## config.mk

```make
export PLATFORM = sky130hd
export DESIGN_NAME = fifo_sync_ram
export DESIGN_NICKNAME = d
export VERILOG_FILES = /design/src/rtl/fifo_sync_ram.sv
export SDC_FILE = /design/constraint.sdc
export NUM_CORES = 2
export LEC_CHECK = 0
export BUFFER_PORTS_ARGS = -buffer_cell sky130_fd_sc_hd__clkbuf_2
export CORE_MARGIN = 4
export CORE_UTILIZATION = 45
export DETAILED_ROUTE_END_ITERATION = 10
export PLACE_DENSITY = 0.67
export SLEW_MARGIN = 20
export SYNTH_ARGS = -nofsm -noshare
export SYNTH_HDL_FRONTEND = slang
export SYNTH_HIERARCHICAL = 1
export SYNTH_SLANG_ARGS = --single-unit
```

## constraint.sdc

```tcl
create_clock -name clk -period 3.3 [get_ports clk]
set_input_delay 0.495 -clock clk [delete_from_list [all_inputs] [get_ports clk]]
set_output_delay 0.495 -clock clk [all_outputs]
set_load 0.03 [all_outputs]
```

## src/rtl/fifo_sync_ram.sv

```systemverilog
// fifo_sync_ram: single-clock first-word-fall-through FIFO built on an
// inferred simple-dual-port RAM whose registered read port doubles as the
// head-of-queue register. Capacity is 2^AWIDTH RAM words plus the head word.
// Optional sticky overflow/underflow flags: define FIFO_ERR_FLAGS_EN.

// Inferred simple-dual-port RAM: one write port, one registered read port.
module ram_sdp #(
    parameter int AWIDTH = 9,
    parameter int DWIDTH = 8
) (
    input  logic              clk,
    input  logic              wr_ena,
    input  logic [AWIDTH-1:0] wr_addr,
    input  logic [DWIDTH-1:0] wr_data,
    input  logic              rd_ena,
    input  logic [AWIDTH-1:0] rd_addr,
    output logic [DWIDTH-1:0] rd_data
);
    localparam int DEPTH = 1 << AWIDTH;

    logic [DWIDTH-1:0] mem [DEPTH];
    logic [DWIDTH-1:0] rd_data_reg;

    // Write port.
    always_ff @(posedge clk) begin
        if (wr_ena) begin
            mem[wr_addr] <= wr_data;
        end
    end

    // Registered read; the output holds whenever no read is issued.
    always_ff @(posedge clk) begin
        if (rd_ena) begin
            rd_data_reg <= mem[rd_addr];
        end
    end

    assign rd_data = rd_data_reg;
endmodule

module fifo_sync_ram #(
    parameter int AWIDTH     = 9,
    parameter int DWIDTH     = 8,
    parameter int AFULL_LVL  = (1 << AWIDTH) - 4,
    parameter int AEMPTY_LVL = 4
) (
    input  logic              clk,
    input  logic              rst,
    input  logic [DWIDTH-1:0] wr_data,
    input  logic              wr_ena,
    output logic              full,
    output logic              afull,
    output logic [DWIDTH-1:0] rd_data,
    input  logic              rd_ena,
    output logic              empty,
    output logic              aempty,
    output logic [AWIDTH:0]   level,
    output logic              ovf,
    output logic              udf,
    input  logic              err_clr
);
    localparam int DEPTH = 1 << AWIDTH;
    localparam logic [AWIDTH:0] DEPTH_W  = (AWIDTH+1)'(DEPTH);
    localparam logic [AWIDTH:0] AFULL_W  = (AWIDTH+1)'(AFULL_LVL);
    localparam logic [AWIDTH:0] AEMPTY_W = (AWIDTH+1)'(AEMPTY_LVL);

    logic [AWIDTH-1:0] wr_ptr_reg, wr_ptr_next;
    logic [AWIDTH-1:0] rd_ptr_reg, rd_ptr_next;
    logic [AWIDTH:0]   ram_cnt_reg, ram_cnt_next;
    logic              head_valid_reg, head_valid_next;

    logic push_acc;
    logic pop_acc;
    logic read_issue;

    // Flags come straight from registered state.
    assign full   = (ram_cnt_reg == DEPTH_W);
    assign empty  = ~head_valid_reg;
    assign level  = ram_cnt_reg + (AWIDTH+1)'(head_valid_reg);
    assign afull  = (level >= AFULL_W);
    assign aempty = (level <= AEMPTY_W);

    // Accept decisions and head prefetch: refill the head whenever it is
    // absent or being consumed this cycle and the RAM has an unread word.
    always_comb begin
        push_acc   = wr_ena & ~full;
        pop_acc    = rd_ena & head_valid_reg;
        read_issue = (ram_cnt_reg != '0) & (~head_valid_reg | pop_acc);
    end

    // Next-state computation for pointers, RAM occupancy and head flag.
    always_comb begin
        wr_ptr_next     = wr_ptr_reg;
        rd_ptr_next     = rd_ptr_reg;
        ram_cnt_next    = ram_cnt_reg;
        head_valid_next = head_valid_reg;

        if (push_acc) begin
            wr_ptr_next = wr_ptr_reg + AWIDTH'(1);
        end
        if (read_issue) begin
            rd_ptr_next = rd_ptr_reg + AWIDTH'(1);
        end

        case ({push_acc, read_issue})
            2'b10:   ram_cnt_next = ram_cnt_reg + (AWIDTH+1)'(1);
            2'b01:   ram_cnt_next = ram_cnt_reg - (AWIDTH+1)'(1);
            default: ram_cnt_next = ram_cnt_reg;
        endcase

        if (read_issue) begin
            head_valid_next = 1'b1;
        end else if (pop_acc) begin
            head_valid_next = 1'b0;
        end
    end

    // Control state register; reset discards all contents.
    always_ff @(posedge clk) begin
        if (rst) begin
            wr_ptr_reg     <= '0;
            rd_ptr_reg     <= '0;
            ram_cnt_reg    <= '0;
            head_valid_reg <= 1'b0;
        end else begin
            wr_ptr_reg     <= wr_ptr_next;
            rd_ptr_reg     <= rd_ptr_next;
            ram_cnt_reg    <= ram_cnt_next;
            head_valid_reg <= head_valid_next;
        end
    end

    // Storage; the RAM read register is the head word. Reads are gated off
    // during reset so that no state moves in the reset cycle.
    ram_sdp #(
        .AWIDTH (AWIDTH),
        .DWIDTH (DWIDTH)
    ) u_ram (
        .clk     (clk),
        .wr_ena  (push_acc & ~rst),
        .wr_addr (wr_ptr_reg),
        .wr_data (wr_data),
        .rd_ena  (read_issue & ~rst),
        .rd_addr (rd_ptr_reg),
        .rd_data (rd_data)
    );

`ifdef FIFO_ERR_FLAGS_EN
    logic ovf_reg;
    logic udf_reg;

    // Sticky error flags; a new error event takes priority over a clear.
    always_ff @(posedge clk) begin
        if (rst) begin
            ovf_reg <= 1'b0;
            udf_reg <= 1'b0;
        end else begin
            if (wr_ena && full) begin
                ovf_reg <= 1'b1;
            end else if (err_clr) begin
                ovf_reg <= 1'b0;
            end
            if (rd_ena && empty) begin
                udf_reg <= 1'b1;
            end else if (err_clr) begin
                udf_reg <= 1'b0;
            end
        end
    end

    assign ovf = ovf_reg;
    assign udf = udf_reg;
`else
    logic unused_err_clr;

    assign unused_err_clr = err_clr;
    assign ovf            = 1'b0;
    assign udf            = 1'b0;
`endif
endmodule
```

; ---- After elaboration in Yosys (flattened, before gate mapping)
; Memories as Yosys holds them, arrays and structs flattened. A register that Yosys moved wholly into a read port is not among the register bits.
; Cells that the tools add are included.
[totals]
ff_bits = 29
ram_bits = 4096
out_inout_bits = 24
memories = 1
[mem_list]
columns = memory, depth, word_bits, rd, rd_clocked_by_memory_dff, write_ports, line_no
row1 = u_ram.mem, 512, 8, 1, 1, 1, 21  ; logic [DWIDTH-1:0] mem [DEPTH];
[op_classes]
addsub = 5
bitwise_logic = 9
magnitude_cmp = 2
muxes = 5
eq_ne = 3
n_reduce_logical = 3
[op_table]
columns = op, count
row1 = one-hot mux 10 bit (2 select lines), 1
row2 = "adder 9 x 1 -> 9 bit, second input constant", 2
row3 = adder 10 x 1 -> 10 bit, 1
row4 = "adder 10 x 1 -> 10 bit, second input constant", 1
row5 = "== test 10 bit, second input constant", 1
row6 = "greater-or-equal comparator 10 x 9 -> 1 bit, second input constant", 1
row7 = "<= comparator 10 x 3 -> 1 bit, second input constant", 1
row8 = nonzero test 10 bit, 1
row9 = "subtractor 10 x 1 -> 10 bit, second input constant", 1
row10 = bitwise AND 1 bit, 5
row11 = 2-to-1 mux 1 bit, 4
row12 = nonzero test 2 bit, 2
row13 = NOT 1 bit, 3
row14 = "== test 2 x 1 -> 1 bit, second input constant", 1
row15 = "== test 2 bit, second input constant", 1
row16 = OR 1 bit, 1

; ---- Logic depth before layout (Yosys ltp)
[depth]
depth_word = 6
mapped_depth = 12

; ---- Cells and area by module
; Netlist, hierarchy kept.
[modules_own_cells]
columns = module, seq_area_each_um2, cells_per_inst, area_per_inst_um2, n_inst
row1 = ram_sdp, 123238.2, 8030, 160007.2, 1
row2 = fifo_sync_ram, 580.6, 221, 1858.0, 1

; ---- Least setup slack after synthesis
; OpenSTA, ideal clock, no wires.
[synth_path]
path_kind = register to register
start = register ram_cnt_reg[3]
end = register ram_cnt_reg[8]
t_arrival_ns = 2.938
n_path_buf = 1
setup_ns = 0.095
required_time_ns = 3.205
stages_incl_launch_ff = 11
slack_ns = 0.266
cell_sequence = dfxtp_1 > nor4_2 > a41oi_1 > buf_2 > ha_1 > fa_1 > a21o_1 > a211o_1 > a21oi_1 > a21oi_1 > o311ai_1
[synth_via]
elab_chain_cells = 5
word_cells_on_any_way = 11
classes_between = add/sub: 2 / eq/ne: 3 / mux: 1 / bitwise: 3 / reduce/logical: 2
[synth_rtl]
columns = item, line_no
row1 = start: declaration, 69  ; logic [AWIDTH:0] ram_cnt_reg, ram_cnt_next;
row2 = start signal: assignment, 128  ; ram_cnt_reg <= ram_cnt_next;
row3 = "parallel branches: the longest is 5 deep, another holds subtractor 10 x 1 -> 10 bit", -
; Parallel ways; which one is timed is not known.
; A chain may end at the register's enable or synchronous reset.

==> results.toml <==
[outcome]
outcome = "finished with violations"
violations = "negative setup slack"

[sta]
worst_pin_slew_ns = 1.06
finalMaxSlewViolations = 0
fin_ws_ns = -0.0264
post-route-period-util_pct = 101
clock_skew_ns = 0.0799
relSlewSlack_pct = 29.6
fin_setup_tns_ns = -0.0264
period_needed_ns = 3.33
rsz0062_at_grt = "true"
report.final.setup_viol = 1
hold_viol_final = 0
fmax_ghz = 0.301

[cts]
clockBufferDepth = 4
cts_max_level = 5
clock_latency_ns = 0.95
tritoncts = "built"
cts_sinks = 4133
root_buffer = "clkbuf_16"
path_clk_slew_ns = 0.06
cts_buffers = 410

[grt]
overflow = 0
antenna_found_initial = 14
grtUsageTotal_pct = 22.1
grt_pass1_wl_mm = 606
grt_max_degree = 121
grt_pass1_vias = 86600

[critical_path]
cp_common_cell = "buf_4"
cpMaxStageDelayCell = "or2_4"
crit_fanout = 51
cp-start-kind = "register"
path_cells = "or2_4, buf_12, o221ai_1, a21oi_1, nor4_1, buf_4, nand4_1, nor4_2, buf_4, o2111a_1"
worstSetupPathType = "reg -> reg"
critPathRequiredTime_ns = 4.11
critPathArrivalTime_ns = 4.14
slowest_delay_ns = 0.41
cp-end-kind = "register"

[floorplanning]
die_x_um = 608
core_um2 = 357000
die_y_um = 608
die-area_um2 = 369000
row_count = 219
io-pin-count = 37
start_util_pct = 45.3

[placement]
dpl_cell_area_um2 = 176000
placed_cells = 13700
gp_congestion = 0.917
dp_hpwl_mm = 264
io_buffers = 33

[logic_synthesis]
synth_edf_count = 4104
ys_warn_count = 6
synth_top_area_share_pct = 76.1
synth_common_cells = "4104 x edfxtp_1, 800 x mux2i_1, 654 x mux4_2"
synth_ff_type = "edfxtp_1"
ys_seq_elements = 4133
yosysTopAreaCell = "edfxtp_1"
synth-async-reset-ratio_pct = 0
synth-seq-area-share_pct = 76.5
synth.distinct_cells = 68
syn_area_um2 = 162000
synthCells = 8251
synth_area_leaders = "edfxtp_1 76%, mux4_2 9.1%, mux2i_1 4.9%, o221ai_1 2.0%, nor2_1 1.5%"
syn_area_per_cell_um2 = 19.6
yosys.cell_count.top_type = "edfxtp_1"

[pwr]
p_leak_nw = 60.5
ir_worst_vdd_v = 0.000464
powerDensity_nw_per_um2 = 691

[detailed_routing]
drt-total-wl_mm = 419
postRouteAntennaNets = 0
wl_per_cell_um = 29.0
drc = 0
dr.pass1.iters = 6
drt_iter0_drc = 11000
routed_via_density = 6.02
vias = 87000

[final_layout]
num-fill-cells = 27000
fin_area_um2 = 190000
drive_gt1_share_pct = 26.0
largest_reg_flops = 4096
fin_cells = 14400
area_growth_pct = 17.3
nNetsFinal = 9375

[hold_path]
holdCritPathClass = "in -> reg"

[flow_run]
cap_violations = 0
==> critical path: cells and delay by family, from the launching register on <==
family / cells / cell delay [ns]
AO/OA/AOI/OAI: 3 / 0.82
buffers and inverters: 3 / 0.61
flip-flops: 1 / 0.38
AND/OR/NAND/NOR: 4 / 1.34
==> layout by cell type (no fill, tap or decap), types with 9 or more instances in the layout <==
cell	instances
buf_12	140
xnor2_1	9
nor4_1	30
clkinv_2	64
nand2_1	111
nor2_1	627
diode_2	10
o21ai_1	9
dfxtp_1	22
nor3_1	111
o221ai_1	352
nor4_2	9
nand3_1	39
nand4_1	42
and2_1	23
buf_8	10
o22ai_1	163
clkbuf_1	81
o21ai_0	113
mux4_2	654
clkbuf_16	420
clkinv_1	99
buf_6	15
bufinv_16	45
o31ai_1	12
ha_1	11
buf_16	10
clkinvlp_4	11
buf_4	999
xor2_1	19
a21oi_1	203
nand2_4	12
o221ai_2	20
mux2i_1	798
a22oi_1	61
edfxtp_1	4104
a211oi_1	17
inv_1	9
clkbuf_2	23
==> logic make-up after synthesis <==
logic type                 Yosys count  share of synthesized area, %
other                                1                       0.00232
adders and majority gates           14                         0.113
buffers and inverters              534                          1.88
muxes                             1454                          14.0
AOI/OAI and AO/OA                 1011                          4.40
DFF                               4133                          76.5
and+or+nand+nor                   1073                          2.90
xor gates and xnor gates            31                         0.168
==> layer usage <==
| layer | routed length (µm) | global-route usage [%] | up-vias |
|---|---|---|---|
| met5 | 0 | 0 | - |
| met2 | 202000 | 35.6 | 4456 |
| met3 | 39700 | 3.97 | 750 |
| met4 | 16100 | 7.54 | 0 |
| met1 | 161000 | 30.5 | 45400 |
| li1 | - | - | 36400 |
==> area by class of cell <==
cell class / instances / area, µm² / share of cell area, %
Antenna cell: 10 / 25.0 / 0.0132
Clock buffer: 500 / 10800 / 5.68
Clock inverter: 243 / 2500 / 1.32
Inverter: 12 / 55.1 / 0.0290
Multi-Input combinational cell: 3586 / 35500 / 18.7
Sequential cell: 4133 / 124000 / 65.2
Tap cell: 4751 / 5940 / 3.13
Timing Repair Buffer: 1205 / 11200 / 5.88
==> power by group <==
part           switching, mW  total (mW)  internal (mW)  leakage, nW
Clock                   19.4        46.2           26.7         6.47
Combinational           14.9        27.1           12.1         16.9
Sequential             0.156        58.0           57.9         37.1
==> stage by stage <==
| stage | hold slack, ns | utilization (%) | total power [mW] | setup WS [ns] |
|---|---|---|---|---|
| final | 0.0726 | 53.2 | 131 | -0.0264 |
| after global routing | 0.0729 | 53.2 | 136 | -0.0354 |
| after floorplan | 0.502 | - | 77.3 | 0.266 |
| after global placement | 0.569 | 49.2 | 85.1 | -0.438 |
| after detailed placement | 0.573 | 49.2 | 85.4 | -0.461 |
| after CTS | 0.0322 | 53.0 | 131 | -0.0463 |
==> repair_timing <==
item | 4_1_cts | 5_1_grt
endpoints found under the setup margin | 10 | 15
hold buffers | 3 | 0
pin swaps | 3 | 10
buffers inserted | 0 | 16
resized for setup | 33 | 66
gates cloned | 2 | 3
endpoints found under the hold margin | 8 | 0
==> path summary, 6_finish.rpt <==
| kind | start | to | slack (ns) | cells after the start |
|---|---|---|---|---|
| setup / recovery | rd_ptr_reg[2]$_SDFFE_PP0P_ | u_ram/rd_data[3]$_DFFE_PP_ | -0.03 | 10 |
| hold / removal | wr_data[5] | u_ram/mem[150][5]$_DFFE_PP_ | 0.07 | 1 |
| setup reg to reg | rd_ptr_reg[2]$_SDFFE_PP0P_ | u_ram/rd_data[3]$_DFFE_PP_ | -0.03 | 10 |
| hold reg to reg | ram_cnt_reg[7]$_SDFFE_PP0P_ | ram_cnt_reg[7]$_SDFFE_PP0P_ | 0.58 | 2 |
Power figures use the tool's default switching activity.
